`src/rtl/jtcop_objdma.sv`:
```
// Object DMA: on a dm_cs write, take the 68000 bus and copy LEN words of object RAM
// into the sprite buffer. Optional completion interrupt under JTCOP_OBJDMA_IRQ_EN.
module jtcop_objdma #(
    parameter int unsigned LEN = 1024,
    parameter int unsigned AW  = 10
) (
    input  logic          clk,
    input  logic          rst,
    input  logic          dma_trig,
    input  logic          ASn,
    input  logic          BGn,
    output logic          BRn,
    output logic          BGACKn,
    output logic          ram_cs,
    output logic [AW-1:0] ram_addr,
    input  logic [15:0]   ram_data,
    input  logic          ram_ok,
    output logic          buf_we,
    output logic [AW-1:0] buf_addr,
    output logic [15:0]   buf_din,
    output logic          busy,
    output logic          done_irq,
    input  logic          irq_clr
);

    localparam int unsigned DW = 16;
    localparam logic [AW-1:0] LAST = AW'(LEN - 1);

    typedef enum logic [2:0] {
        S_IDLE,
        S_REQ,
        S_ACK,
        S_RD,
        S_WR,
        S_REL
    } state_t;

    state_t          state_q, state_d;
    logic [AW-1:0]   cnt_q, cnt_d;
    logic [DW-1:0]   data_q, data_d;
    logic            pending_q, pending_d;
    logic            brn_q, brn_d;
    logic            bgackn_q, bgackn_d;
    logic            ram_cs_q, ram_cs_d;
    logic            buf_we_q, buf_we_d;
    logic            busy_q, busy_d;
    logic            irq_q, irq_d;

    // Sequencer and registered bus/strobe outputs decoded from the next state
    always_comb begin
        state_d   = state_q;
        cnt_d     = cnt_q;
        data_d    = data_q;
        pending_d = pending_q;

        unique case (state_q)
            S_IDLE: begin
                if (dma_trig) begin
                    state_d = S_REQ;
                    cnt_d   = '0;
                end
            end
            S_REQ: begin
                if (dma_trig) pending_d = 1'b1;
                if (!BGn && ASn) state_d = S_ACK;
            end
            S_ACK: begin
                if (dma_trig) pending_d = 1'b1;
                state_d = S_RD;
            end
            S_RD: begin
                if (dma_trig) pending_d = 1'b1;
                if (ram_ok) begin
                    data_d  = ram_data;
                    state_d = S_WR;
                end
            end
            S_WR: begin
                if (dma_trig) pending_d = 1'b1;
                if (cnt_q == LAST) begin
                    state_d = S_REL;
                end else begin
                    cnt_d   = cnt_q + AW'(1);
                    state_d = S_RD;
                end
            end
            S_REL: begin
                // A trigger landing here merges with any pending one
                pending_d = 1'b0;
                if (pending_q || dma_trig) begin
                    state_d = S_REQ;
                    cnt_d   = '0;
                end else begin
                    state_d = S_IDLE;
                end
            end
            default: state_d = S_IDLE;
        endcase

        brn_d    = (state_d != S_REQ);
        bgackn_d = !((state_d == S_ACK) || (state_d == S_RD) || (state_d == S_WR));
        ram_cs_d = (state_d == S_RD);
        buf_we_d = (state_d == S_WR);
        busy_d   = (state_d == S_REQ) || (state_d == S_ACK) ||
                   (state_d == S_RD)  || (state_d == S_WR);

`ifdef JTCOP_OBJDMA_IRQ_EN
        irq_d = irq_q;
        if (irq_clr) irq_d = 1'b0;
        if (state_d == S_REL) irq_d = 1'b1;
`else
        irq_d = 1'b0;
`endif
    end

    always_ff @(posedge clk) begin
        if (rst) begin
            state_q   <= S_IDLE;
            cnt_q     <= '0;
            data_q    <= '0;
            pending_q <= 1'b0;
            brn_q     <= 1'b1;
            bgackn_q  <= 1'b1;
            ram_cs_q  <= 1'b0;
            buf_we_q  <= 1'b0;
            busy_q    <= 1'b0;
            irq_q     <= 1'b0;
        end else begin
            state_q   <= state_d;
            cnt_q     <= cnt_d;
            data_q    <= data_d;
            pending_q <= pending_d;
            brn_q     <= brn_d;
            bgackn_q  <= bgackn_d;
            ram_cs_q  <= ram_cs_d;
            buf_we_q  <= buf_we_d;
            busy_q    <= busy_d;
            irq_q     <= irq_d;
        end
    end

`ifndef JTCOP_OBJDMA_IRQ_EN
    logic unused_irq_clr;
    assign unused_irq_clr = irq_clr;
`endif

    // Counter stays put through WR, so it serves both read and write addresses
    assign BRn      = brn_q;
    assign BGACKn   = bgackn_q;
    assign ram_cs   = ram_cs_q;
    assign ram_addr = cnt_q;
    assign buf_we   = buf_we_q;
    assign buf_addr = cnt_q;
    assign buf_din  = data_q;
    assign busy     = busy_q;
    assign done_irq = irq_q;

endmodule

```
`config.mk`:
```
export PLATFORM = sky130hd
export DESIGN_NAME = jtcop_objdma
export DESIGN_NICKNAME = d
export VERILOG_FILES = /design/src/rtl/jtcop_objdma.sv
export SDC_FILE = /design/constraint.sdc
export NUM_CORES = 1
export LEC_CHECK = 0
export CORE_MARGIN = 2
export CORE_UTILIZATION = 40
export CTS_CLUSTER_SIZE = 24
export DETAILED_ROUTE_END_ITERATION = 10
export PLACE_DENSITY = 0.81
export SLEW_MARGIN = 40
export SYNTH_ARGS = -nofsm -noshare
export SYNTH_HDL_FRONTEND = slang
export SYNTH_SLANG_ARGS = --single-unit
```
`constraint.sdc`:
```
create_clock -name clk -period 5.98 [get_ports clk]
set_clock_uncertainty 0.05 [all_clocks]
set_input_delay 0.598 -clock clk [delete_from_list [all_inputs] [get_ports clk]]
set_output_delay 0.598 -clock clk [all_outputs]
set_load 0.02 [all_outputs]
```
# ---- Yosys cells after proc, flatten, opt, wreduce, memory -nomap -nowiden
# Index checks and enable logic that the tools add are counted.
dict set report totals {
  reg_bits 35
  inputBits 23
  out_inout_bits 42
  word_cells 53
}
dict set report op_classes {
  addsub 1
  n_eq_ne 15
  mux 12
  n_reduce_logical 16
}
# operator count
set ops {}
lappend ops {{10-bit two-way mux} 3}
lappend ops {{10-bit case mux with 3 select lines} 1}
lappend ops {{3-bit case mux with 6 select lines} 1}
lappend ops {{3-bit by 2-bit == test with 1-bit output, second input constant} 4}
lappend ops {{3-bit two-way mux} 4}
lappend ops {{10-bit by 1-bit adder with 10-bit output, second input constant} 1}
lappend ops {{10-bit == test, second input constant} 1}
lappend ops {{3-bit == test, second input constant} 3}
lappend ops {{3-bit by 1-bit == test with 1-bit output, second input constant} 2}
lappend ops {{1-bit logical OR} 6}
lappend ops {{2-bit inequality test, second input constant} 3}
lappend ops {{2-bit AND reduction} 2}
lappend ops {{4-bit AND reduction} 1}
lappend ops {{4-bit OR reduction} 1}
lappend ops {{3-bit zero test} 1}
lappend ops {{3-bit by 1-bit inequality test with 1-bit output, second input constant} 1}
lappend ops {{3-bit nonzero test} 1}
lappend ops {{1-bit zero test} 2}
lappend ops {{1-bit two-way mux} 2}
lappend ops {{2-bit by 1-bit inequality test with 1-bit output, second input constant} 1}
lappend ops {{1-bit case mux with 2 select lines} 1}
lappend ops {{2-bit nonzero test} 1}
lappend ops {{1-bit logical AND} 1}

# ---- Longest topological paths before layout
dict set report logic_depth {
  word_depth 8
  mapped_depth 7
  depth_no_buf 6
}

# ---- Least setup slack after synthesis
# OpenSTA, ideal clock, no wires.
dict set report synth_timing {
  path_type {register to register}
  start {register cnt_q[0] (netlist: buf_addr[0])}
  end {register cnt_q[9] (netlist: buf_addr[9])}
  setup_ns 0.059
  arrival_ns 1.914
  required_ns 5.871
  path_slack_ns 3.957
  stages_incl_launch_ff 7
  path_buffers 0
  period_less_slack_ns 2.023
  path_cell_list {dfxtp_1 ha_1 nand3_1 nor4_2 or4_4 or4_1 nand2_1}
}
dict set report synth_between {
  elab_chain_cells 3
  elab_cells_between_ends 6
  cone_classes {add/sub: 1; eq/ne: 2; mux: 2; reduce/logical: 1}
}
# element line_no
set synth_rtl {}
lappend synth_rtl {{start, declared} 39} ;# logic [AW-1:0] cnt_q, cnt_d;
lappend synth_rtl {{start signal, assigned} 130} ;# cnt_q <= cnt_d;
lappend synth_rtl {{10-bit by 1-bit adder with 10-bit output / 10-bit == test (equally long branches)} {83, 80}}
lappend synth_rtl {{10-bit two-way mux / 2-bit inequality test (equally long branches)} n/a}
lappend synth_rtl {{10-bit case mux with 3 select lines / 4-bit AND reduction (equally long branches)} n/a}
# Parallel ways exist; a longest one is shown, timed or not. The select of a mux whose other input is x is not followed.
# A chain may end at the register's enable or synchronous reset.

# ---- Final worst setup path
dict set report layout_timing {
  start {input port dma_trig}
  end {register cnt_q[9] (netlist: buf_addr[9])}
}
dict set report layout_between {
  elab_chain_cells 3
  elab_cells_between_ends 4
  cone_classes {eq/ne: 2; reduce/logical: 2}
}
# element line_no
set layout_rtl {}
lappend layout_rtl {{start, declared} 9} ;# input logic dma_trig,
lappend layout_rtl {{1-bit logical OR} 90} ;# if (pending_q || dma_trig) begin
lappend layout_rtl {{2-bit inequality test (no line)} n/a}
lappend layout_rtl {{4-bit AND reduction (no line) *} n/a}
# Every way passes the cells marked *; elsewhere a longest branch is shown, timed or not.

==> reports/results.ini <==
[run_status]
outcome=completed

[layout]
finish.utilization_pct=59.5
fin_cells=284
drive_above_1_share_pct=5.51
diodes=0
largest_register_ffs=16
finalNetCount=259
fin_area_mm2=0.00219
final_common_cell=clkdlybuf4s50_1
area_delta_synth_final_pct=42.6
final_cell_mix=clkdlybuf4s50_1 (61), nand2_1 (39), dfxtp_1 (35)

[hold_path]
worstHoldPathCells=2
worstHoldPathType=flip-flop to flip-flop
min_delay_worst_endpoint=buf_din[3]$_SDFFE_PP0P_
hp-start=buf_din[3]$_SDFFE_PP0P_

[clocking]
hold_buffers=0
cts.reportedPaths.clkPinSlew_ps=70
cts_resized=0
clk_path_buf_depth=2
cts_sinks=35
tritoncts=yes
cts_buffers=5
h-tree-depth=2
insertion_delay_ps=290
post_cts_buffers=0
cts.root.buffer_cell=clkbuf_8

[floorplan]
io_pins=65
dieHeight_um=66.0
core_mm2=0.00369
start_util_pct=41.7
die_w_um=66.0
row_count=22
dieArea_mm2=0.00436

[power]
switching_share_pct=23.2
power.density_mw_per_mm2=223
intPower_mw=0.375
irDropWorstVdd_v=0.000174
p_total_mw=0.488
pwr-share-clk_pct=38.0
seqPwrFrac_pct=50.0
pwr-share-comb_pct=12.0
p_sw_mw=0.113
cellLeakagePower_nw=0.757

[global_route]
first_global_vias=1169
grt_start_max_net_pins=25
grt_remaining_overflow=0
grt_pass1_wl_um=5160
antenna_found_initial=0
grt_usage_pct=15.8

[place]
place_inst=276
post-place-ws_ps=3490
dpl.hpwl_um=2360
port_buffers=62
dpl-instance-area_mm2=0.00209
place_congestion=0.786

[setup_path]
required_ps=6170
cp_max_fo=6
endpoint_kind=flip-flop
cp_data_arrival_time_ps=2370
rr_endpoint=buf_addr[2]$_SDFFE_PP0P_
reg2reg_setup_slack_ps=3910
path_class=input port to flip-flop
worstSetupStartpointType=input port
timing.rr.start=state_q[2]$_SDFF_PP0_
reg2reg_depth=5

[route]
viasPerCell=4.94
wl_um=3330
wire_per_inst_um=11.7
drt_pass1_iterations=5
vias=1402
route.detailed.drc=0
route.antenna.remaining_nets=0
drt_iter0_markers=94

[logic_synthesis]
async_flop_share_pct=0
netlist_instances=186
netlist_area_mm2=0.00154
yosysWarnings=0
synth-edff-count=0
synthFlopType=dfxtp_1
synth.avg_cell_area_um2=8.27
yosysSeqAreaShare_pct=45.5
synth-seq-cells=35
synth_cell_types=38
synth_nets=210

[sta]
slew_headroom_pct=48.7
whs_ps=402
worst_pin_slew_ps=767
hold_viol_final=0
drv_slew=0
rsz0062_at_grt=no
min_period_over_period_pct=36.6
setup_slack_ps=3790
min_period_ps=2190
fin_tns_setup_ps=0
setup_violations=0
fmax_ghz=0.458

[run]
drv_cap=0

## worst max-delay path: stages
cell and delay (ps):
clkdlybuf4s50_1 550, a21oi_1 90, or4_4 580, or4_1 470
nand2_1 70
## cell type report
class | count | area [µm²]
well taps | 48 | 60.1
fillers | 339 | 1490
clock buffers | 8 | 100
inverters | 2 | 7.51
repair buffers | 62 | 616
flip-flops and latches | 35 | 701
multi-input cells | 129 | 711
## power groups by stage
stage | Combinational (mW) | Sequential [mW] | Clock (mW)
floorplan | 0.0276 | 0.253 | 0
CTS | 0.0589 | 0.244 | 0.191
detailed placement | 0.0586 | 0.249 | 0
finish | 0.0586 | 0.244 | 0.186
global placement | 0.0583 | 0.249 | 0
global route | 0.0639 | 0.245 | 0.200
## how the worst max path moves through the flow
stage                                   from                       end  slack (ps)  depth (start not counted)
global route                        dma_trig  buf_addr[9]$_SDFFE_PP0P_        3740                          5
floorplan           buf_addr[0]$_SDFFE_PP0P_  buf_addr[9]$_SDFFE_PP0P_        3960                          6
detailed placement                  dma_trig  buf_addr[9]$_SDFFE_PP0P_        3490                          5
global placement                         rst  buf_addr[9]$_SDFFE_PP0P_        3260                          4
CTS                                 dma_trig  buf_addr[9]$_SDFFE_PP0P_        3790                          5
finish                              dma_trig  buf_addr[9]$_SDFFE_PP0P_        3790                          5
## cell usage after synthesis, types with 2 or more instances
master | n | area, µm²
inv_1 | 2 | 7.51
a21oi_1 | 23 | 115
xnor2_1 | 2 | 17.5
buf_4 | 12 | 90.1
o21ai_0 | 2 | 10.0
and3_1 | 3 | 18.8
nand2_1 | 39 | 146
dfxtp_1 | 35 | 701
or4_1 | 2 | 15.0
nand4_1 | 5 | 31.3
nor2_1 | 12 | 45.0
or3_1 | 3 | 18.8
a21o_1 | 2 | 15.0
xor2_1 | 4 | 35.0
nand3_1 | 3 | 15.0
a31oi_1 | 2 | 12.5
and2_1 | 2 | 12.5
nor3b_1 | 2 | 15.0
clkbuf_1 | 8 | 30.0
nor3_1 | 5 | 25.0
## layer usage
layer  wire length [µm]  share of wire [%]  GRT usage [%]
met2               1550                 46           25.0
met1               1510                 45           19.2
met3                210                6.3           4.43
met5                  0                  0              0
met4                 61                1.8           9.18
## kinds of logic after synthesis
kind of cell	after synthesis	synth area share, %
AOI/OAI and AO/OA	34	12.6
xor gates and xnor gates	6	3.41
adders and majority gates	1	0.813
buffers and inverters	22	8.29
DFF	35	45.5
muxes	1	0.650
other	1	0.244
and+or+nand+nor	86	28.5
No activity file was read; power rests on OpenSTA's default activity.
